File: config.mk
export PLATFORM = sky130hd
export DESIGN_NAME = full_adder_core
export DESIGN_NICKNAME = d
export VERILOG_FILES = /design/src/rtl/full_adder_core.sv
export SDC_FILE = /design/constraint.sdc
export NUM_CORES = 1
export LEC_CHECK = 0
export CORE_AREA = 5 5 42 44
export DETAILED_ROUTE_END_ITERATION = 16
export DIE_AREA = 0 0 47 49
export GPL_TIMING_DRIVEN = 0
export PLACE_DENSITY = 0.31
export SYNTH_ARGS = -nofsm -noshare
export SYNTH_HDL_FRONTEND = slang
export SYNTH_SLANG_ARGS = --single-unit
export TNS_END_PERCENT = 20
File: constraint.sdc
create_clock -name clk_i -period 1.7 [get_ports clk_i]
set_clock_uncertainty 0.05 [all_clocks]
set_input_delay 0.51 -clock clk_i [delete_from_list [all_inputs] [get_ports clk_i]]
set_output_delay 0.51 -clock clk_i [all_outputs]
set_load 0.02 [all_outputs]
File: src/rtl/full_adder_core.sv
// Parameterised ripple-carry full adder with a combinational result and a one-cycle registered copy.
// Optional signed-overflow outputs V_o/V_q_o are built when FULL_ADDER_OVF_EN is defined.
module full_adder_core #(
  parameter int unsigned WIDTH = 1
) (
  input  logic             clk_i,
  input  logic             rst_i,
  input  logic [WIDTH-1:0] X_i,
  input  logic [WIDTH-1:0] B_i,
  input  logic             C_i,
  input  logic             vld_i,
  output logic [WIDTH-1:0] S_o,
  output logic             C_o,
  output logic [WIDTH-1:0] S_q_o,
  output logic             C_q_o,
  output logic             vld_o
`ifdef FULL_ADDER_OVF_EN
  ,
  output logic             V_o,
  output logic             V_q_o
`endif
);

  logic [WIDTH:0]   carry;
  logic [WIDTH-1:0] sum;

  // Explicit per-bit ripple chain; carry[0] is the carry-in, carry[WIDTH] the carry-out.
  always_comb begin
    carry    = '0;
    sum      = '0;
    carry[0] = C_i;
    for (int unsigned k = 0; k < WIDTH; k++) begin
      sum[k]     = X_i[k] ^ B_i[k] ^ carry[k];
      carry[k+1] = (X_i[k] & B_i[k]) | (carry[k] & (X_i[k] ^ B_i[k]));
    end
  end

  assign S_o = sum;
  assign C_o = carry[WIDTH];

  logic [WIDTH-1:0] s_d, s_q;
  logic             c_d, c_q;
  logic             vld_d, vld_q;

  always_comb begin
    s_d   = s_q;
    c_d   = c_q;
    vld_d = 1'b0;
    if (vld_i) begin
      s_d   = sum;
      c_d   = carry[WIDTH];
      vld_d = 1'b1;
    end
  end

  always_ff @(posedge clk_i) begin
    if (rst_i) begin
      s_q   <= '0;
      c_q   <= 1'b0;
      vld_q <= 1'b0;
    end else begin
      s_q   <= s_d;
      c_q   <= c_d;
      vld_q <= vld_d;
    end
  end

  assign S_q_o = s_q;
  assign C_q_o = c_q;
  assign vld_o = vld_q;

`ifdef FULL_ADDER_OVF_EN
  logic v_d, v_q;

  // For WIDTH=1 carry[WIDTH-1] is the carry-in itself.
  assign V_o = carry[WIDTH] ^ carry[WIDTH-1];

  always_comb begin
    v_d = v_q;
    if (vld_i) v_d = V_o;
  end

  always_ff @(posedge clk_i) begin
    if (rst_i) v_q <= 1'b0;
    else       v_q <= v_d;
  end

  assign V_q_o = v_q;
`endif

endmodule

# Word-level counts from Yosys, hierarchy flattened
# Index checks and enable logic that the tools add are counted.
[word_totals] regBits=3 wordCells=9
[classes] mux=1 bitwise=5
[op_table] operator="$and A1 B1 Y1" n=2
[op_table] operator="$xor A1 B1 Y1" n=2
[op_table] operator="$mux W1" n=1
[op_table] operator="$or A1 B1 Y1" n=1

# Logic depth before layout (Yosys ltp)
# Gate-level depths: netlist (run 1).
[depth] depth_word=3 ltp_mapped=3 depth_no_buf=3

# Least setup slack after synthesis (run 1)
# OpenSTA, ideal clock, no wires.
[synth_timing] path_type="input -> output" startpoint="input X_i" endpoint="output S_o" arrival_ns=1.167 path_slack_ns=-0.027 path_stages=1 path_cell_list="fa_1"
[synth_via] elab_chain_cells=2
[synth_lines] element="start: declaration" line="8" source="input logic [WIDTH-1:0] X_i,"
[synth_lines] element="$xor A1 B1 Y1 (2 in series)" line="33" source="sum[k] = X_i[k] ^ B_i[k] ^ carry[k];"
[synth_lines] element="end: declaration" line="12" source="output logic [WIDTH-1:0] S_o,"
# Every way passes these cells.

# Worst setup path in the final report (run 1)
# Ends and elaborated chain as after synthesis.

==> reports/qor.yml, run 1 <==
outcome: "complete, but fails checks"
violations: "negative setup slack"
diodes: 0
fin_crit_sh_pct: 110.2
cts_hold_buf: 0
ys_ff_latch: 3
num_vias: 124
powerDensity_nw_per_um2: 1023
firstDrtPassIters: 2
cts.sinks: 3
yosys.area.top_type: "dfxtp_1"
drtIter0Drc: 1
worstSkewPairLatency_ns: 0.24
start_util_pct: 8.125
min_from: "S_q_o$_SDFFE_PP0P_"
post_drt_via_cell_ratio: 3.179
rsz0062_at_grt: "yes"
cap_violations: 0
io_buffers: 10
nets: 31
irDropWorstVdd_uv: 293.4
ys_warn_count: 0
worst_slack_ns: -0.1737
die_w_um: 47
setup_viol: 1
period_minus_slack_ns: 1.874
nFillCells: 163
die_y_um: 49
syn_area_um2: 113.9
synth_edf_count: 0
worst_slew_pin_slew_ns: 0.2264
synth.net_count: 16
power_frac_comb_pct: 23.2
hold-path-cell-count: 2
drcViolationCount: 0
final_layout_size_suffix_gt1_share_pct: 39.13
antenna_left: 0
synth_cells: 9
synth_common_cells: "3 x dfxtp_1, 2 x mux2i_1, 2 x nor2_1"
worst_setup_path_start_kind: "input port"
yosysSeqAreaShare_pct: 52.75
ys_types: 5
hold_violations: 0
gp_congestion: 0.6584
ff2ff_setup_slack_ns: 1.05
grt_pass1_wl_um: 579
cp_max_fo: 2
cts_root_buffer: "clkbuf_4"
synth_flop_cell: "dfxtp_1"
required_ns: 1.14
numCtsBuffers: 3
grt_pass1_vias: 137
switching_power_mw: 0.07137
grt_use_total_pct: 4.164
yosysMostFrequentCell: "dfxtp_1"
num_io_pins: 11
cts_tree: "built"
worstSetupPathType: "input port to output pin"
synth_top_area_share_pct: 52.75
worst_hold_path_type: "flip-flop to flip-flop"
cts-htree-levels: 1
crit_start: "X_i"
core_region_area_um2: 1401
syn_avg_cell_area_um2: 12.65
ctsLongestPathBuffers: 2
dp_cells: 35
rows: 14
clkPwrFrac_pct: 47.7
arrival_ns: 1.31
grt_max_degree: 4
reg2reg_from: "C_q_o$_SDFFE_PP0P_"
overflow: 0
ys_async_sr_fraction_pct: 0
syn_to_final_growth_pct: 130.8
drv_slew: 0
wirelength_um: 362
fmax_ghz: 0.5337
clkTransAtPathRegs_ns: 0.04
cp-end-kind: "output pin"
seqPwrFrac_pct: 29.1
post_drt_wl_per_cell_um: 9.282
leakagePower_nw: 0.1320
r2r_cells: 2
antenna_found_initial: 0
relSlewSlack_pct: 84.88
cts_setup_buffers: 0
dieArea_um2: 2303
holdWs_ns: 0.4410
fin_cells: 39
power.share.switching_pct: 26.54
intPower_mw: 0.1975
yosys-top-cells-area: "dfxtp_1 53%, fa_1 18%, mux2i_1 18%, nor2_1 6.6%, nor2b_1 5.5%"
layout make-up:
type,count,area (µm²),area share [%]
Timing Repair Buffer,10,100.1,38.10
Tap cell,16,20.02,7.619
Clock buffer,4,26.28,10.00
Sequential cell,3,60.06,22.86
Multi-Input combinational cell,6,56.30,21.43
state kept, by name (all words and copies together) (netlist names):
name / count
vld_o: 1
C_q_o: 1
S_q_o: 1
critical path, stage by stage:
cell	delay (ns)
buf_6	0.09
fa_2	0.59
buf_6	0.12
cells by family (layout without fill, tap and decap cells):
group         count (synthesis)  in the layout  share of synthesized area [%]
simple gates                  3              3                          12.09
mux                           2              2                          17.58
fa+ha+maj                     1              1                          17.58
buf+inv                       0             14                              0
flops                         3              3                          52.75
layer usage:
layer	up-vias	GRT usage (%)	share of wire (%)
met2	14	2.941	23
met1	54	5.310	48
met3	0	7.011	28
met4	0	1.382	0
li1	56	-	-
met5	-	0	0
worst paths after layout:
path | endpoint
min reg2reg | S_q_o$_SDFFE_PP0P_
min | S_q_o$_SDFFE_PP0P_
max reg2reg | C_q_o$_SDFFE_PP0P_
max | S_o
per-stage QoR:
step | setup slack, ns | utilization [%] | total power [mW] | area, µm² | setup TNS (ns)
2_1_floorplan | 0.008046 | - | 0.1074 | 116.4 | 0
3_3_place_gp | -1.001 | 16.88 | 0.1417 | 236.5 | -1.865
3_5_place_dp | -1.011 | 16.88 | 0.1427 | 236.5 | -1.896
4_1_cts | -0.1747 | 17.68 | 0.2733 | 247.7 | -0.1883
5_1_grt | -0.1907 | 18.75 | 0.2931 | 262.8 | -0.2008
6_report | -0.1737 | 18.75 | 0.2689 | 262.8 | -0.1737
power by group through the flow:
stage / Sequential [mW] / Clock, mW / Combinational [mW]
3_5_place_dp: 0.0794 / 0 / 0.0633
5_1_grt: 0.0787 / 0.147 / 0.0670
4_1_cts: 0.0781 / 0.136 / 0.0588
2_1_floorplan: 0.0855 / 0 / 0.0219
3_3_place_gp: 0.0792 / 0 / 0.0625
6_report: 0.0783 / 0.128 / 0.0623
timing repair:
| action | CTS | global route |
|---|---|---|
| gates resized for setup | 25 | 4 |
| pin swaps | 1 | 1 |
| endpoints found under the setup margin | 4 | 3 |
cells in the final DEF (no fill, tap or decap):
cell type	n
clkdlybuf4s50_1	2
nor2b_1	1
nor2_1	2
fa_2	1
clkbuf_1	1
mux2i_1	2
buf_6	4
clkbuf_4	3
dlygate4sd2_1	2
dfxtp_1	3
buf_2	1
dlymetal6s2s_1	1
Note: power is estimated with default switching activity, not from simulation.
==> run 2: changes to the inputs <==
- CAP_MARGIN: not set -> 40
- MAX_ROUTING_LAYER: not set -> met4
==> results of run 2 <==
No change in the layout: final DEF, timing and power equal those of run 1.
Among the figures that moved: final weighted congestion in routability-driven placement 0.6584 -> 0.6645; overall routing resource usage 4.164% -> 4.269%
==> run 3: changes to the inputs <==
- PLACE_DENSITY: 0.31 -> not set
- PLACE_DENSITY_LB_ADDON: not set -> 0.3
==> run 3 against run 2 <==
Net effect: the run still ends with negative setup slack left; combinational power decreased by 6.9%; first-iteration DRC count increased by 100%; via count decreased by 8.9%; die area unchanged; clock power about the same; fmax increased by 0.38%; sequential share of layout area increased by 1.1 points; largest cell class unchanged; largest power group unchanged; flip-flop and latch count unchanged; cell count unchanged; register-to-register slack about the same; worst setup slack improved by 0.0071 ns; highest routed layer unchanged.
==> reports/qor.yml, run 3 (synthesis gave the netlist of run 1 again) <==
num_vias: 113  # was 124
post_drt_wl_per_cell_um: 9.000  # was 9.282 µm
grt_use_total_pct: 3.907  # was 4.269%
setup_viol: 2  # was 1
start_util_pct: 8.125  # unchanged
cts_tree: "built"  # unchanged
numCtsBuffers: 3  # unchanged
ctsLongestPathBuffers: 2  # unchanged
nets: 31  # unchanged
die_w_um: 47  # unchanged
cts_setup_buffers: 0  # unchanged
worst_hold_path_type: "flip-flop to flip-flop"  # unchanged
rows: 14  # unchanged
cts_root_buffer: "clkbuf_4"  # unchanged
grt_pass1_wl_um: 531  # was 579 µm
leakagePower_nw: 0.1278  # was 0.1320 nW
worstSkewPairLatency_ns: 0.23  # was 0.24 ns
violations: "negative setup slack"  # unchanged
gp_congestion: 0.6550  # was 0.6645
worst_setup_path_start_kind: "input port"  # unchanged
syn_to_final_growth_pct: 119.8  # was 130.8%
cap_violations: 0  # unchanged
ff2ff_setup_slack_ns: 1.06  # was 1.05 ns
fmax_ghz: 0.5357  # was 0.5337 GHz
grt_pass1_vias: 141  # was 137
hold_violations: 0  # unchanged
num_io_pins: 11  # unchanged
io_buffers: 10  # unchanged
worstSetupPathDepth: 3  # unchanged
most-common-layout-cells: "3 x dfxtp_1, 3 x clkbuf_4, 3 x buf_2"  # was 4 x buf_6, 3 x dfxtp_1, 3 x clkbuf_4
drtIter0Drc: 2  # was 1
worst_slew_pin_slew_ns: 0.2295  # was 0.2264 ns
antenna_left: 0  # unchanged
total_power_mw: 0.2608  # was 0.2689 mW
antenna_found_initial: 0  # unchanged
fin_crit_sh_pct: 109.8  # was 110.2%
relSlewSlack_pct: 84.68  # was 84.88%
path_cells: "buf_6, fa_2, buf_6"  # unchanged
cpLargestDelayFamily: "adder cells"  # unchanged
clkTransAtPathRegs_ns: 0.04  # about the same
grt_max_degree: 4  # unchanged
cp_max_fo: 2  # unchanged
hold-path-cell-count: 2  # unchanged
cts-htree-levels: 1  # unchanged
cp-end-kind: "output pin"  # unchanged
drcViolationCount: 0  # unchanged
core_region_area_um2: 1401  # unchanged
outcome: "complete, but fails checks"  # unchanged
wirelength_um: 351  # was 362 µm
worst_slack_ns: -0.1667  # was -0.1737 ns
required_ns: 1.14  # about the same
dp_cells: 35  # unchanged
overflow: 0  # unchanged
final_layout_size_suffix_gt1_share_pct: 39.13  # unchanged
powerDensity_nw_per_um2: 1042  # was 1023 nW/µm²
critPathSlowestCell: "fa_2"  # unchanged
worstSetupPathType: "input port to output pin"  # unchanged
fin_cells: 39  # unchanged
rsz0062_at_grt: "yes"  # unchanged
cp_num_buf_inv: 2  # unchanged
period_minus_slack_ns: 1.867  # was 1.874 ns
cts.sinks: 3  # unchanged
dpl_worst_slack_ns: -1.016  # was -1.011 ns
arrival_ns: 1.31  # about the same
drv_slew: 0  # unchanged
post_drt_via_cell_ratio: 2.897  # was 3.179
diodes: 0  # unchanged
firstDrtPassIters: 2  # unchanged
nFillCells: 166  # was 163
cts_hold_buf: 0  # unchanged
crit_path_frequent_cell: "buf_6"  # unchanged
dieArea_um2: 2303  # unchanged
cp_slowest_stage_delay_ns: 0.58  # was 0.59 ns
irDropWorstVdd_uv: 193.9  # was 293.4 µV
r2r_cells: 2  # unchanged
die_y_um: 49  # unchanged
[run 3: layout make-up]
cell class	count	area (µm²)	share of cell area, %
timing repair buffer	10	87.58	35.00
tap	16	20.02	8.000
sequential	3	60.06	24.00
clock buffer	4	26.28	10.50
multi-input combinational	6	56.30	22.50
[run 3: routing by layer]
layer	share of wire, %	vias up	GRT usage [%]	wire length [µm]
met5	0	-	-	0
met4	0	0	5.530	0
met3	19	0	3.690	68
met2	28	11	2.941	100
met1	52	46	4.204	181
li1	-	56	-	-
[run 3: metrics by stage]
| step | utilization, % | TNS [ns] | cell area [µm²] | hold slack (ns) |
|---|---|---|---|---|
| after floorplan | - | 0 | 116.4 | 0.5288 |
| after global placement | 16.88 | -1.849 | 236.5 | 0.4270 |
| after detailed placement | 16.88 | -1.913 | 236.5 | 0.4449 |
| after CTS | 17.68 | -0.1787 | 247.7 | 0.4511 |
| after global routing | 17.86 | -0.1846 | 250.2 | 0.4970 |
| final | 17.86 | -0.1766 | 250.2 | 0.4514 |
[run 3: power breakdown]
group | switching (mW) | internal (mW) | leakage [nW] | total, mW
Clock | 0.0366 | 0.0879 | 0.0150 | 0.125
Combinational | 0.0286 | 0.0294 | 0.0880 | 0.0580
Sequential | 0.00224 | 0.0760 | 0.0249 | 0.0782
Total | 0.0675 | 0.193 | 0.128 | 0.261
[run 3: worst register-to-register path, stage by stage, from the launching register on]
cell     delay (ns)
dfxtp_1        0.31
mux2i_1        0.12
nor2_1         0.05
[run 3: worst paths after layout]
| check | startpoint | to |
|---|---|---|
| max reg2reg | S_q_o$_SDFFE_PP0P_ | S_q_o$_SDFFE_PP0P_ |
| min reg2reg | C_q_o$_SDFFE_PP0P_ | C_q_o$_SDFFE_PP0P_ |
| max | C_i | S_o |
| min | C_q_o$_SDFFE_PP0P_ | C_q_o$_SDFFE_PP0P_ |
[run 3: what timing repair did]
| item | in CTS | in global routing |
|---|---|---|
| pin swaps | 1 | 0 |
| resized for setup | 25 | 1 |
| gates cloned | 0 | 0 |
| endpoints found under the setup margin | 4 | 3 |
